### src/rtl/mlab_ram_cell.sv
`default_nettype none
// ============================================================================
// Module   : mlab_ram_cell
// Purpose  : LUT-RAM slice with a synchronous masked write port and an
//            asynchronous read port.
// Revision : 1.0 - initial release
// ============================================================================
module mlab_ram_cell #(
  parameter int    data_width                   = 1,
  parameter int    address_width                = 5,
  parameter int    logical_ram_depth            = 32,
  parameter int    first_address                = 0,
  parameter int    last_address                 = 31,
  parameter int    first_bit_number             = 0,
  parameter string logical_ram_name             = "lrmi",
  parameter int    logical_ram_width            = 20,
  parameter int    byte_enable_mask_width       = 1,
  parameter string mixed_port_feed_through_mode = "dont_care"
) (
  input  logic                              clk0,
  input  logic                              rst_n,
  input  logic                              ena0,
  input  logic [byte_enable_mask_width-1:0] portabyteenamasks,
  input  logic [data_width-1:0]             portadatain,
  input  logic [address_width-1:0]          portaaddr,
  input  logic [address_width-1:0]          portbaddr,
  output logic [data_width-1:0]             portbdataout
);

  localparam int c_slice_w = data_width / byte_enable_mask_width;
  localparam int c_idx_w   = (logical_ram_depth > 1) ? $clog2(logical_ram_depth) : 1;
  localparam bit c_mode_new = (mixed_port_feed_through_mode == "new");
  localparam bit c_mode_ok  = c_mode_new ||
                              (mixed_port_feed_through_mode == "old") ||
                              (mixed_port_feed_through_mode == "dont_care");
  localparam bit c_geom_ok  = (logical_ram_depth >= 1) &&
                              (logical_ram_depth <= (1 << address_width)) &&
                              (byte_enable_mask_width >= 1) &&
                              (data_width % byte_enable_mask_width == 0) &&
                              (first_address >= 0) &&
                              (last_address >= first_address) &&
                              (last_address - first_address + 1 <= logical_ram_depth);
  localparam bit c_info_ok  = (first_bit_number >= 0) && (logical_ram_width >= 1) &&
                              (logical_ram_name != "");

  generate
    if (!c_mode_ok) begin : g_bad_mode
      $error("mlab_ram_cell: illegal mixed_port_feed_through_mode");
    end
    if (!c_geom_ok || !c_info_ok) begin : g_bad_config
      $error("mlab_ram_cell: inconsistent geometry or descriptive parameters");
    end
  endgenerate

  logic [data_width-1:0] r_mem [logical_ram_depth];

  logic               w_wr_in_range;
  logic               w_rd_in_range;
  logic [c_idx_w-1:0] w_wr_idx;
  logic [c_idx_w-1:0] w_rd_idx;
  logic               w_feed_through;
  logic [data_width-1:0] w_rd_data;

  assign w_wr_in_range  = (int'(portaaddr) >= first_address) && (int'(portaaddr) <= last_address);
  assign w_rd_in_range  = (int'(portbaddr) >= first_address) && (int'(portbaddr) <= last_address);
  assign w_wr_idx       = c_idx_w'(int'(portaaddr) - first_address);
  assign w_rd_idx       = c_idx_w'(int'(portbaddr) - first_address);
  assign w_feed_through = ena0 && w_wr_in_range && (portaaddr == portbaddr);

  // Reset clears the whole array asynchronously so reads see zero at once.
  always_ff @(posedge clk0 or negedge rst_n) begin
    if (!rst_n) begin
      for (int i = 0; i < logical_ram_depth; i++) begin
        r_mem[i] <= '0;
      end
    end else if (ena0 && w_wr_in_range) begin
      for (int k = 0; k < byte_enable_mask_width; k++) begin
        if (portabyteenamasks[k]) begin
          r_mem[w_wr_idx][k*c_slice_w +: c_slice_w] <= portadatain[k*c_slice_w +: c_slice_w];
        end
      end
    end
  end

  // In "new" mode a same-address write shows through before the edge.
  always_comb begin
    w_rd_data = '0;
    if (rst_n && w_rd_in_range) begin
      w_rd_data = r_mem[w_rd_idx];
      if (c_mode_new && w_feed_through) begin
        for (int k = 0; k < byte_enable_mask_width; k++) begin
          if (portabyteenamasks[k]) begin
            w_rd_data[k*c_slice_w +: c_slice_w] = portadatain[k*c_slice_w +: c_slice_w];
          end
        end
      end
    end
  end

  assign portbdataout = w_rd_data;

endmodule
`default_nettype wire

### config.mk
export PLATFORM = sky130hd
export DESIGN_NAME = mlab_ram_cell
export DESIGN_NICKNAME = d
export VERILOG_FILES = /design/src/rtl/mlab_ram_cell.sv
export SDC_FILE = /design/constraint.sdc
export NUM_CORES = 1
export LEC_CHECK = 0
export CAP_MARGIN = 20
export CORE_AREA = 10 10 94 55
export DETAILED_ROUTE_END_ITERATION = 10
export DIE_AREA = 0 0 104 65
export PLACE_DENSITY = 0.69
export RECOVER_POWER = 25
export SETUP_SLACK_MARGIN = 0.5
export SYNTH_ARGS = -nofsm -noshare
export SYNTH_HDL_FRONTEND = slang
export SYNTH_SLANG_ARGS = --single-unit
### constraint.sdc
create_clock -name clk0 -period 3.5 [get_ports clk0]
set_input_delay 1.05 -clock clk0 [delete_from_list [all_inputs] [get_ports clk0]]
set_output_delay 1.05 -clock clk0 [all_outputs]
set_load 0.01 [all_outputs]
# Word level (Yosys, flattened, before mapping)
# Cells that the tools add are included.
[word_totals] register_bits=32 in_bits=15
[op_classes] n_lt_le_gt_ge=3 mux=7 n_bitwise=2 reduce_logical=2
[op_table] cell="$bwmux 32" count=1
[op_table] cell="$ge 6x6->1 const B" count=2
[op_table] cell="$not 5->6" count=2
[op_table] cell="$lt 6x1->1 const B" count=1
[op_table] cell="$bmux 1 s5" count=1
[op_table] cell="$demux 1 s5" count=1
[op_table] cell="$mux 1" count=4
[op_table] cell="$reduce_and 2->1" count=1
[op_table] cell="$logic_and 1x1->1" count=1

# Longest topological paths before layout
# Gate-level depths: netlist (run 1).
[logic_depth] word_depth=6 ltp_mapped=5 depth_no_buf=4

# Least setup slack after synthesis (run 1)
# No wires, ideal clock.
[synth_timing] kind="input to output" start="input port portbaddr[1]" end="output port portbdataout" t_arrival_ps=2184 slack_ps=266 path_stages=5 path_cell_list="buf_6 > mux4_2 > mux2_2 > o31ai_2 > a311oi_1"
[synth_between] elab_chain_cells=5
[synth_rtl] item="from (decl)" line="26" source="input logic [address_width-1:0] portbaddr,"
[synth_rtl] item="$not 5->6 (implied by the code)" line="89" source="w_rd_data = r_mem[w_rd_idx];"
[synth_rtl] item="$bmux 1 s5" line="89"
[synth_rtl] item="$mux 1 (implied by the code) (2 in a row)" line="89"
[synth_rtl] item="$mux 1" line="88" source="if (rst_n && w_rd_in_range) begin"
[synth_rtl] item="to (decl)" line="27" source="output logic [data_width-1:0] portbdataout"
# Every way passes these cells. The select of a mux whose other input is x is not followed.

# Worst setup path in the final report (run 1)
[layout_timing] start="input port portbaddr[0]" end="output port portbdataout"
# Same word-level chain as after synthesis.

==> results of run 1 <==
-- per-layer routing --
metal | vias to the layer above | part of all wire [%] | wire (um) | GRT usage (%)
li1 | 556 | - | - | -
met1 | 552 | 53 | 1950 | 15.8
met2 | 36 | 41 | 1520 | 16.1
met3 | 2 | 6.0 | 224 | 3.55
met4 | 0 | 0.22 | 8 | 3.10
met5 | - | 0 | 0 | 0
-- worst max path at each step --
stage / start / endpoint / slack, ps / cells past startpoint
floorplan: portbaddr[1] / portbdataout / 270 / 5
global placement: portbaddr[0] / portbdataout / -710 / 7
detailed placement: portbaddr[1] / portbdataout / -750 / 6
CTS: portbaddr[0] / portbdataout / 80 / 7
global route: portbaddr[0] / portbdataout / 20 / 7
finish: portbaddr[0] / portbdataout / 80 / 7
-- where the power goes --
part	leakage (nW)	internal [W]	switching, W	total, W
Sequential	0.425	0.000419	0.0000246	0.000444
Clock	0.0410	0.000135	0.000130	0.000265
Combinational	0.430	0.0000787	0.0000613	0.000140
Total	0.896	0.000633	0.000216	0.000849
-- metrics by stage --
step | hold WS [ps] | setup slack (ps)
after floorplan | 449 | 266
final | 483 | 76.0
after CTS | 488 | 83.2
after detailed placement | 471 | -749
after global routing | 502 | 24.9
after global placement | 460 | -712
-- synthesized netlist by cell type, types with 2 or more instances --
library cell,instances,area share [%]
clkbuf_1,3,0.66
nand2b_1,2,0.73
dfrtp_1,32,47
buf_6,2,1.3
mux2_1,33,22
or3_1,2,0.73
nand3_1,2,0.59
mux4_1,2,3.1
nand2_1,18,4.0
mux4_2,5,6.6
mux2_2,2,1.3
mux2i_1,2,1.2
nand3b_1,3,1.3
nor3b_1,3,1.3
nor3_1,3,0.88
nor2_1,18,4.0
-- cells by family (layout without fill, tap and decap cells) --
group | after synthesis | in the layout | synth area share (%)
and+or+nand+nor | 52 | 52 | 13.9
AOI/OAI and AO/OA | 5 | 5 | 2.57
buffers and inverters | 8 | 31 | 2.71
muxes | 44 | 44 | 33.9
DFF | 32 | 32 | 46.9
-- final cells by class --
type                    count  share of cell area (%)
flip-flops and latches     32                    39.6
clock buffers               6                    3.58
multi-input cells         101                    43.0
repair buffers             22                    9.95
inverters                   2                   0.371
clock inverters             1                   0.247
well taps                  54                    3.34
-- what timing repair did --
item / CTS / global route
pin swaps: 2 / 2
setup endpoints to repair: 1 / 1
endpoints found under the hold margin: 0 / 0
resized for setup: 20 / 2
==> results.sh, run 1 <==
export IMPL_rsz0062_at_grt="true"
export IMPL_min_path_cells=1
export IMPL_nNetsFinal=179
export IMPL_dp_hpwl_um=2810
export IMPL_syn_avg_cell_area_um2=12.1
export IMPL_regMostFlops="r_mem"
export IMPL_routabilityCongestion=0.817
export IMPL_drc=0
export IMPL_synthCells=141
export IMPL_syn_nets=156
export IMPL_synth_edf_count=0
export IMPL_yosysWarnings=0
export IMPL_leakagePower_nw=0.896
export IMPL_layout_commonest_cell="mux2_1"
export IMPL_gr_usage_all_layers_pct=11.2
export IMPL_path_class="in2out"
export IMPL_final_layout_size_suffix_gt1_share_pct=16.5
export IMPL_multi_input_area_um2=870
export IMPL_ys_ff_latch=32
export IMPL_rrSetupSlack_ps=2700
export IMPL_final_cell_area_mm2=0.00202
export IMPL_worst_path_max_delay_cell="mux4_2"
export IMPL_boundaryPins=16
export IMPL_fmaxAchievable_mhz=292
export IMPL_async_reset_ff_share_pct=100
export IMPL_worstSetupEndpointType="output pin"
export IMPL_finalSetupTns_ps=0
export IMPL_postCtsSetupBuffers=0
export IMPL_dpl_cell_count=211
export IMPL_power_w=0.000849
export IMPL_required_ps=2450
export IMPL_path_delay_family="multiplexers"
export IMPL_top_regs="r_mem (32)"
export IMPL_hold_end="r_mem[18]"
export IMPL_fp_dieH_um=65
export IMPL_cts_made_buffers=5
export IMPL_regArea_um2=801
export IMPL_irDropWorstVdd_mv=0.201
export IMPL_seq_area_frac_synth_pct=46.9
export IMPL_hold_path_startpoint="r_mem[18]"
export IMPL_post_route_period_util_pct=97.8
export IMPL_start_kind="input pin"
export IMPL_synthDistinctLibCells=25
export IMPL_coreArea_mm2=0.00364
export IMPL_gr_total_overflow=0
export IMPL_place_area_mm2=0.00194
export IMPL_final_cell_count_no_fill=218
export IMPL_wire_per_inst_um=17.0
export IMPL_r2r_end="r_mem[27]"
export IMPL_slowest_delay_ps=510
export IMPL_path_buf_inv=3
export IMPL_cp_max_fo=5
export IMPL_tightest_slew_ps=1650
export IMPL_fp_row_count=16
export IMPL_violations="capacitance limit, slew limit"
export IMPL_root_buffer="clkbuf_8"
export IMPL_h_tree_depth=2
export IMPL_grt_pass1_vias=1181
export IMPL_hold_viol_final=0
export IMPL_totalWireLength_um=3710
export IMPL_area_growth_pct=18.6
export IMPL_ant_nets=0
export IMPL_n_antenna_cell=0
export IMPL_slew_headroom_pct=-9.88
export IMPL_maxCapViolCount=1
export IMPL_port_buffers=15
export IMPL_setup_viol=0
export IMPL_maxSlewViolCount=32
export IMPL_crit_arrival_ps=2370
export IMPL_worstPathCellList="buf_6 -> buf_8 -> mux4_2 -> mux2i_2 -> o221a_1 -> a311oi_2 -> buf_2"
export IMPL_clock_sinks=32
export IMPL_postLayoutCoreUtil_pct=55.6
export IMPL_max_clock_path_buffers=2
export IMPL_antenna_found_initial=0
export IMPL_die_w_um=104
export IMPL_min_period_ps=3420
export IMPL_first_iter_violations=51
export IMPL_cts_tree="built"
export IMPL_syn_area_mm2=0.00171
export IMPL_postCtsHoldBufs=0
export IMPL_reg2reg_from="r_mem[27]"
export IMPL_via_count=1146
export IMPL_die_area_mm2=0.00676
export IMPL_clock_latency_ps=280
export IMPL_status="finished with violations"
export IMPL_fillers=325
export IMPL_initial_core_util_pct=46.8
export IMPL_layout_common_cells="mux2_1, dfrtp_1, nand2_1, nor2_1, clkdlybuf4s50_1"
export IMPL_clock_skew_ps=0
export IMPL_first_pass_iters=4
export IMPL_grt_max_degree=33
export IMPL_hold_class="reg2reg"
export IMPL_clk_pin_slew_ps=60
export IMPL_routed_via_density=5.26
export IMPL_p_per_area_mw_per_mm2=419
export IMPL_largest_register_ffs=32
export IMPL_ys_flop_type="dfrtp_1"
export IMPL_grt_pass1_wl_um=6080
export IMPL_rr_worst_depth=1
Power figures use the tool's default switching activity.
==> inputs of run 2 (changes only) <==
==> constraint.sdc (replaced) <==
create_clock -name clk0 -period 3.5 [get_ports clk0]
set_input_delay 0.7 -clock clk0 [delete_from_list [all_inputs] [get_ports clk0]]
set_output_delay 0.7 -clock clk0 [all_outputs]
set_load 0.01 [all_outputs]
==> results.sh, run 2 (synthesized netlist as in run 1, its figures left out) <==
export IMPL_status="finished with violations"
export IMPL_violations="capacitance limit, slew limit"
export IMPL_clock_skew_ps=0
export IMPL_regMostFlops="r_mem"
export IMPL_grt_max_degree=33
export IMPL_boundaryPins=16
export IMPL_root_buffer="clkbuf_8"
export IMPL_post_route_period_util_pct=82.5
export IMPL_h_tree_depth=2
export IMPL_fmaxAchievable_mhz=346
export IMPL_clock_sinks=32
export IMPL_r2r_end="r_mem[10]"
export IMPL_die_w_um=104
export IMPL_port_buffers=15
export IMPL_via_count=1162
export IMPL_final_cell_area_mm2=0.00201
export IMPL_totalWireLength_um=3820
export IMPL_clk_pin_slew_ps=60
export IMPL_hold_viol_final=0
export IMPL_place_area_mm2=0.00193
export IMPL_maxSlewViolCount=33
export IMPL_routed_via_density=5.33
export IMPL_final_layout_size_suffix_gt1_share_pct=14.0
export IMPL_slowest_delay_ps=520
export IMPL_clock_latency_ps=280
export IMPL_dp_hpwl_um=2950
export IMPL_power_internal_w=0.000655
export IMPL_layout_commonest_cell="mux2_1"
export IMPL_p_per_area_mw_per_mm2=433
export IMPL_hold_class="reg2reg"
export IMPL_die_area_mm2=0.00676
export IMPL_grt_pass1_vias=1242
export IMPL_reg2reg_from="r_mem[10]"
export IMPL_comb_power_share_pct=15.8
export IMPL_wire_per_inst_um=17.5
export IMPL_max_clock_path_buffers=2
export IMPL_crit_arrival_ps=2190
export IMPL_postCtsHoldBufs=0
export IMPL_worstPathCellList="dlygate4sd2_1 -> buf_6 -> mux4_2 -> mux2i_2 -> o221a_1 -> a311oi_1 -> buf_2"
export IMPL_required_ps=2800
export IMPL_min_period_ps=2890
export IMPL_path_class="in2out"
export IMPL_power_switching_w=0.000215
export IMPL_first_pass_iters=4
export IMPL_top_regs="r_mem (32)"
export IMPL_rr_worst_depth=1
export IMPL_irDropWorstVdd_mv=0.242
export IMPL_fp_row_count=16
export IMPL_cts_tree="built"
export IMPL_p_clk_share_pct=33.3
export IMPL_tightest_slew_ps=1690
export IMPL_gr_total_overflow=0
export IMPL_cts_made_buffers=5
export IMPL_fp_dieH_um=65
export IMPL_gr_usage_all_layers_pct=11.7
export IMPL_maxCapViolCount=1
export IMPL_cp_max_fo=5
export IMPL_grt_pass1_wl_um=6330
export IMPL_worst_path_max_delay_cell="mux4_2"
export IMPL_first_iter_violations=59
export IMPL_p_sw_share_pct=24.7
export IMPL_rrSetupSlack_ps=2680
export IMPL_drc=0
export IMPL_hold_path_startpoint="r_mem[3]"
export IMPL_path_buf_inv=3
export IMPL_routabilityCongestion=0.790
export IMPL_start_kind="input pin"
export IMPL_path_delay_family="multiplexers"
export IMPL_n_antenna_cell=0
export IMPL_area_growth_pct=17.9
export IMPL_min_path_cells=1
export IMPL_leakagePower_nw=0.893
export IMPL_seqPwrFrac_pct=50.9
export IMPL_rsz0062_at_grt="false"
export IMPL_hold_end="r_mem[3]"
export IMPL_slew_headroom_pct=-12.9
export IMPL_coreArea_mm2=0.00364
export IMPL_power_w=0.000870
export IMPL_antenna_found_initial=0
export IMPL_nNetsFinal=178
export IMPL_largest_register_ffs=32
export IMPL_ant_nets=0
export IMPL_setup_viol=0
export IMPL_initial_core_util_pct=46.8
export IMPL_layout_common_cells="mux2_1, dfrtp_1, nand2_1, nor2_1, clkdlybuf4s50_1"
export IMPL_worstSetupEndpointType="output pin"
## run 2: layer usage
metal / track usage, % / up-vias / share of wire, %
met2: 15.9 / 33 / 41
li1: - / 548 / -
met1: 16.6 / 576 / 52
met4: 3.62 / 0 / 0.60
met3: 4.34 / 5 / 5.9
met5: 0 / - / 0
## run 2: worst max-delay path by stage
stage	from	to	slack (ps)	depth (start not counted)
floorplan	portbaddr[1]	portbdataout	970	5
global placement	portbaddr[0]	portbdataout	-20	7
detailed placement	portbaddr[1]	portbdataout	-70	6
CTS	portbaddr[1]	portbdataout	540	6
global route	portbaddr[0]	portbdataout	550	7
finish	portbaddr[0]	portbdataout	610	7
## run 2: final cells by class
cell class,count,area [um2]
fillers,323,1630
multi-input cells,101,863
flip-flops and latches,32,801
repair buffers,21,183
clock buffers,8,90.1
well taps,54,67.6
inverters,2,7.51
## run 2: power by group through the flow
| stage | sequential [W] | clock [W] | combinational, W |
|---|---|---|---|
| 2_1_floorplan | 0.000439 | 0 | 0.0000884 |
| 3_5_place_dp | 0.000450 | 0 | 0.000139 |
| 5_1_grt | 0.000448 | 0.000313 | 0.000152 |
| 4_1_cts | 0.000443 | 0.000295 | 0.000140 |
| 3_3_place_gp | 0.000447 | 0 | 0.000133 |
| 6_report | 0.000443 | 0.000290 | 0.000138 |
## run 2: stage by stage
step	setup TNS, ps	instances	setup WS, ps	hold slack (ps)	util (%)
floorplan	0	141	966	404	-
global placement	-23.4	210	-23.4	459	53.0
detailed placement	-72.8	210	-72.8	474	53.0
CTS	0	218	538	483	55.4
global route	0	218	545	499	55.2
finish	0	218	613	482	55.2
## run 2: timing repair
item | 4_1_cts | 5_1_grt
gates resized for setup | 10 | 2
setup endpoints to repair | 1 | 1
endpoints found under the hold margin | 0 | 0
pin swaps | 1 | 0
setup buffers | 0 | 0
